## src/rtl/gray_counter_pkg.sv

```systemverilog
// Shared types and Gray-code helpers for the gray_counter slice.
// The helpers work on a fixed 32-bit container. Narrower counts are zero-extended
// on the way in and truncated on the way out.
package gray_pkg;

  localparam int CNT_DW = 6;
  localparam int MAX_DW = 32;

  typedef logic [CNT_DW-1:0] cnt_t;

  // Binary to reflected Gray: each bit is the XOR of itself and its upper neighbour.
  function automatic logic [MAX_DW-1:0] bin2gray(input logic [MAX_DW-1:0] b);
    return b ^ (b >> 1);
  endfunction

  // Gray to binary: bit i is the XOR of all Gray bits at i and above.
  // This is built as a prefix XOR by doubling the shift distance.
  function automatic logic [MAX_DW-1:0] gray2bin(input logic [MAX_DW-1:0] g);
    logic [MAX_DW-1:0] b;
    b = g;
    b = b ^ (b >> 1);
    b = b ^ (b >> 2);
    b = b ^ (b >> 4);
    b = b ^ (b >> 8);
    b = b ^ (b >> 16);
    return b;
  endfunction

endpackage

```

## src/rtl/gray_counter_bin2gray.sv

```systemverilog
// Combinational binary-to-Gray converter.
// It sits between the next-state binary value and the Gray register.
module Bin2Gray #(
  parameter int DW = 6
) (
  input  logic [DW-1:0] bin,
  output logic [DW-1:0] gray
);

  assign gray = bin ^ (bin >> 1);

endmodule

```

## src/rtl/gray_counter.sv

```systemverilog
// Parametrised up/down counter with registered binary and Gray outputs kept in lockstep.
// The Gray value is taken from the next-state binary, so both registers load on the same edge.
// It provides load, enable, direction, wrap/saturate mode and a one-cycle wrap pulse.
module gray_counter
  import gray_pkg::*;
#(
  parameter int unsigned DW       = 6,
  parameter int unsigned INIT     = 0,
  parameter bit          SATURATE = 1'b0
) (
  input  logic          clk,
  input  logic          rst,
  input  logic          en,
  input  logic          up,
  input  logic          ld,
  input  logic [DW-1:0] ld_val,
  output logic [DW-1:0] bin,
  output logic [DW-1:0] gray,
  output logic          wrap,
  output logic          at_max,
  output logic          at_min
);

  localparam logic [DW-1:0] MAX_VAL   = {DW{1'b1}};
  localparam logic [DW-1:0] MIN_VAL   = '0;
  localparam logic [DW-1:0] ONE       = {{(DW-1){1'b0}}, 1'b1};
  localparam logic [DW-1:0] INIT_BIN  = DW'(INIT);
  localparam logic [DW-1:0] INIT_GRAY = DW'(bin2gray(MAX_DW'(INIT_BIN)));

  logic [DW-1:0] bin_next;
  logic [DW-1:0] gray_next;
  logic          wrap_next;

  // Next-state binary and wrap flag; load beats enable, and the ends either wrap or hold.
  always_comb begin
    bin_next  = bin;
    wrap_next = 1'b0;
    if (ld) begin
      bin_next = ld_val;
    end else if (en) begin
      if (up) begin
        if (bin == MAX_VAL) begin
          if (SATURATE) begin
            bin_next = bin;
          end else begin
            bin_next  = MIN_VAL;
            wrap_next = 1'b1;
          end
        end else begin
          bin_next = bin + ONE;
        end
      end else begin
        if (bin == MIN_VAL) begin
          if (SATURATE) begin
            bin_next = bin;
          end else begin
            bin_next  = MAX_VAL;
            wrap_next = 1'b1;
          end
        end else begin
          bin_next = bin - ONE;
        end
      end
    end
  end

  Bin2Gray #(.DW(DW)) u_bin2gray (
    .bin  (bin_next),
    .gray (gray_next)
  );

  // Count state registers; reset restores INIT and also kills any pending wrap pulse.
  always_ff @(posedge clk) begin
    if (rst) begin
      bin  <= INIT_BIN;
      gray <= INIT_GRAY;
      wrap <= 1'b0;
    end else begin
      bin  <= bin_next;
      gray <= gray_next;
      wrap <= wrap_next;
    end
  end

  assign at_max = (bin == MAX_VAL);
  assign at_min = (bin == MIN_VAL);

endmodule

```

## config.mk

```make
export PLATFORM = sky130hd
export DESIGN_NAME = gray_counter
export DESIGN_NICKNAME = d
export VERILOG_FILES = /design/src/rtl/gray_counter_pkg.sv /design/src/rtl/gray_counter_bin2gray.sv /design/src/rtl/gray_counter.sv
export SDC_FILE = /design/constraint.sdc
export NUM_CORES = 1
export LEC_CHECK = 0
export ABC_CLOCK_PERIOD_IN_PS = 2000
export CORE_AREA = 3 3 49 51
export DETAILED_ROUTE_END_ITERATION = 16
export DIE_AREA = 0 0 52 54
export PLACE_DENSITY_LB_ADDON = 0.12
export SYNTH_ARGS = -nofsm -noshare
export SYNTH_HDL_FRONTEND = slang
export SYNTH_SLANG_ARGS = --single-unit
```

## constraint.sdc

```tcl
create_clock -name clk -period 2 [get_ports clk]
set_clock_uncertainty 0.1 [all_clocks]
set_input_delay 0.2 -clock clk [delete_from_list [all_inputs] [get_ports clk]]
set_output_delay 0.2 -clock clk [all_outputs]
set_load 0.01 [all_outputs]
```

### Word level (Yosys, flattened, before mapping)

Cells that the tools add are included.

* add/subtract/negate cells: 2
* eq/ne operators: 1
* mux-type cells: 8
* bitwise gates (word level): 2
* reductions and logical operators: 2

Operators with widths (count)
* $mux 6: 5
* $add 6x1->6 const B: 1
* $eq 6x6->1 const B: 1
* $logic_not 6->1: 1
* $sub 6x1->6 const B: 1
* $xor 6x5->6: 1
* $mux 1: 3
* $reduce_or 3->1: 1
* $not 1->1: 1

* flip-flop bits (word level): 13
* bits of input ports: 11
* output and inout bits: 15
* word-level logic and storage cells: 18

### Longest topological paths before layout

* depth after elaboration: 6
* mapped depth: 8
* gate-level depth less buffers: 8

### Modules after synthesis

Synthesis repeated with hierarchy kept, for this count alone.

* cells, all modules: 107
* area, all modules: 894.6 µm²

Modules (own cells, without submodules)
* gray_counter: instances 1, cells each 101, area an instance 843.3 µm², sequential area each 260.2 µm²
* Bin2Gray: instances 1, cells each 6, area an instance 51.3 µm², sequential area each 0.0 µm²

### Worst setup path before layout

Ideal clock, no wire load.

* kind: reg-to-reg
* start point: reg bin[0]
* end point: reg gray[4]
* library setup time: 128 ps
* arrival: 1906 ps
* data required time: 1772 ps
* slack: -134 ps
* cell stages (with the launch flop): 9
* path buffers: 0
* clock period less this slack: 2134 ps
* cell sequence: dfxtp_1 -> inv_1 -> ha_1 -> and2b_2 -> nor4_2 -> o21ai_1 -> a222oi_1 -> xnor2_1 -> nor2_1

* cells in the longest elaborated chain, start to end: 6
* elaborated cells on any way between the ends: 10
* those cells by class: 2 x add/sub; 1 x eq/ne; 5 x mux; 1 x bitwise; 1 x reduce/logical

RTL lines
* from (decl): line gray_counter.sv:17 `output logic [DW-1:0] bin,`
* from (signal assigned): line gray_counter.sv:79 `bin <= bin_next;`
* $sub 6x1->6, or another cell as far along: line gray_counter.sv:61 `bin_next = bin - ONE;`
* $mux 6 (on tied branches): line gray_counter.sv:53, gray_counter.sv:42
* $mux 6 (*): line gray_counter.sv:41 `if (up) begin`
* $mux 6 (*): line gray_counter.sv:40 `end else if (en) begin`
* $mux 6 (*): line gray_counter.sv:38 `if (ld) begin`
* $xor 6x5->6 (*): line gray_counter_bin2gray.sv:10 `assign gray = bin ^ (bin >> 1);`
* to (signal assigned): line gray_counter.sv:80 `gray <= gray_next;`
* to (decl): line gray_counter.sv:18 `output logic [DW-1:0] gray,`

Every way passes the cells marked *; elsewhere a longest branch is shown, timed or not.
A chain may end at the register's enable or synchronous reset.

### Worst setup path after layout

* start point: reg bin[4]
* end point: reg gray[4]

* cells in the longest elaborated chain, start to end: 6
* elaborated cells on any way between the ends: 10
* those cells by class: 2 x add/sub; 1 x eq/ne; 5 x mux; 1 x bitwise; 1 x reduce/logical

RTL lines (line)
* $sub 6x1->6, or another cell as far along: gray_counter.sv:61
* $mux 6 (on tied branches): gray_counter.sv:53, gray_counter.sv:42
* $mux 6: gray_counter.sv:41
* $mux 6 (*): gray_counter.sv:40
* $mux 6 (*): gray_counter.sv:38
* $xor 6x5->6 (*): gray_counter_bin2gray.sv:10

Marked as above.

==> impl_results.md <==
- GP Congestion: 0.868
- Clock Latency Late Sink: 0.27 ns
- GRT Resource Usage Total: 16.6%
- Top cells by area, synth: dfxtp_1 30%, xnor2_1 8.7%, nor2_1 5.6%, ha_1 4.7%, xor2_1 4.3%
- # DRC: 0
- Synthesis-stage register bit count: 12
- RSZ-0062 raised after global routing: true
- Fmax: 514 MHz
- Clock sink total: 12
- CTS Buf Count: 3
- Antenna Nets Post-Route: 0
- Input/output buffers: 25
- Share of cells above drive strength 1: 25.0%
- Syn_nets: 106
- Final nets: 143
- Largest net degree at the start of global routing: 13
- CP Buf/Inv Count: 1
- Horiz. Die Dim: 52 um
- Top cells by count, synth: 12 x dfxtp_1, 12 x nor2_1, 8 x xnor2_1, 4 x nor3b_1, 4 x xor2_1
- TritonRoute pass-1 iters: 5
- Clock tree buffer depth: 2
- Vias per inst: 5.04
- Crit Path Max Fanout: 2
- Combinational fraction of design power: 38.7%
- NetSw: 215 uW
- Initial drt markers: 14
- Final worst-path cycle share: 97.3%
- H-tree depth: 1
- Full die area: 2810 um2
- Final hold vios: 0
- Die Ht: 54 um
- Starting Density: 40.7%
- Tmin final: 1.95 ns
- Syn. warnings: 0
- Slew HR: 72.9%
- CP delay by family, top: simple AND/OR/NAND/NOR gates
- Slew @ Worst Pin: 0.406 ns
- Worst Setup Path Type: flop to flop
- Critical-path cell with the highest stage delay: or4_4
- Mean post-synth cell area: 8.76 um2
- WP data required: 2.05 ns
- Switching part of the total power: 28.8%
- Synth async-reset ratio: 0%
- Synthesized area: 806 um2
- Drt wl/cell: 12.8 um
- Sequential share of power: 36.5%
- Most used DFF post-synth: dfxtp_1
- Seq/Total Area, Yosys: 29.8%
- Core area: 1980 um2
- Row Count: 16
- CTS Hold Bufs: 0
- Max-slew violations: 0
- Max Cap Viol: 0
- Post-Synthesis Cells: 92
- CP cell instances: or4_4 > nor4_4 > o21ai_1 > a222oi_1 > buf_4 > xnor2_1 > nor2_1
- Initial antenna violation count: 0
- Final Core Density: 60.4%
- Synth area leader: dfxtp_1
- CTS tree: built
- Unique masters post-synth: 36
- EDFF count, synth: 0
- Post-synth top area share: 29.8%
- Setup violations, final: 0
- GRT overflow: 0
- CP max stage delay: 0.56 ns
- Final wirelength: 1990 um
- Vias in the first global route: 784
- Status: completed
- Critical path arrival: 2.00 ns
- CP Capture Type: flop
- Startpoint types: flop
- Max VDD drop: 0.000621 V
- First-pass GRT wire length: 3410 um
- I/O pin count: 26
- Antenna cells: 0
- DP Wirelength: 1570 um
- Clk pin slew, worst setup/hold paths: 0.07 ns
- Clock share of power: 24.8%
- Pwr dens: 624 nW/um2
- CTS Root Cell: clkbuf_4
- Leak Pwr: 0.456 nW
- Worst hold path class: input port to flop
- Via count: 781
- Area growth, synth to finish: 48.6%
- Total power: 747 uW
- P_int: 532 uW
==> cells by family (layout without fill, tap and decap cells) <==
family | Yosys count | after routing | share of synthesized area [%]
XOR/XNOR | 12 | 12 | 13.0
flip-flops | 12 | 12 | 29.8
buffers and inverters | 11 | 47 | 9.32
AND/OR/NAND/NOR | 34 | 34 | 23.8
adder cells (fa/ha/maj) | 3 | 3 | 4.66
AO/OA/AOI/OAI | 19 | 19 | 18.2
multiplexers | 1 | 1 | 1.24
==> area by class of cell <==
class                   count  area [um2]
multi-input cells          69         513
clock buffers               4        36.3
inverters                   3        11.3
flip-flops and latches     12         243
fillers                   170         785
repair buffers             40         360
well taps                  27        33.8
==> worst min-delay path, cell delays in order <==
cell and delay (ns):
clkdlybuf4s50_1 0.46, o21ai_1 0.08, nor2_1 0.10
==> cells in the final DEF (no fill, tap or decap), types with 3 or more instances in the layout <==
cell type        count
clkbuf_4             3
xnor2_1              8
nand3_1              3
a221oi_1             3
clkdlybuf4s50_1     23
nor3_1               3
xor2_1               4
nor3b_1              3
nor2_1              12
dfxtp_1             10
buf_4               15
nor2b_1              3
==> stage by stage <==
step | setup slack, ns | setup TNS [ns] | hold slack [ns] | instances | instance area, um2
final | 0.0537 | 0 | 0.508 | 155 | 1200
after global routing | -0.104 | -0.210 | 0.507 | 155 | 1200
after detailed placement | -0.193 | -0.445 | 0.695 | 149 | 1130
after floorplan | -0.00624 | -0.00624 | 0.172 | 92 | 808
after CTS | 0.00571 | 0 | 0.510 | 154 | 1170
after global placement | -0.190 | -0.378 | 0.689 | 149 | 1130
==> path summary, 6_finish.rpt <==
check                                from       to  slack [ns]  cells past startpoint
worst max-delay path               bin[4]  gray[4]        0.05                      7
worst min-delay path            ld_val[0]   bin[0]        0.51                      3
worst max register to register     bin[4]  gray[4]        0.05                      7
worst min register to register     bin[4]     wrap        0.71                      4
==> metal layers <==
metal / GRT usage, % / vias to the layer above / routed length (um)
met5: 0 / - / 0
met4: 3.93 / 0 / 0
met3: 5.82 / 0 / 126
met2: 28.5 / 23 / 1010
met1: 19.8 / 362 / 849
li1: - / 396 / -
==> power by group through the flow <==
stage	clock network, mW	logic, mW	registers (mW)
after floorplan	0	0.146	0.295
after global placement	0	0.276	0.278
after detailed placement	0	0.279	0.278
after CTS	0.194	0.283	0.272
after global routing	0.206	0.318	0.275
final	0.185	0.290	0.273
==> registers in the layout, indices dropped and copies added (netlist names) <==
register,count
gray,5
wrap,1
bin,6
==> repair_timing <==
item / 4_1_cts / 5_1_grt
gates resized for setup: 4 / 6
pin swaps: 2 / 4
setup endpoints to repair: 5 / 6
buffers inserted: 1 / 1
(Power assumes the default switching activity.)
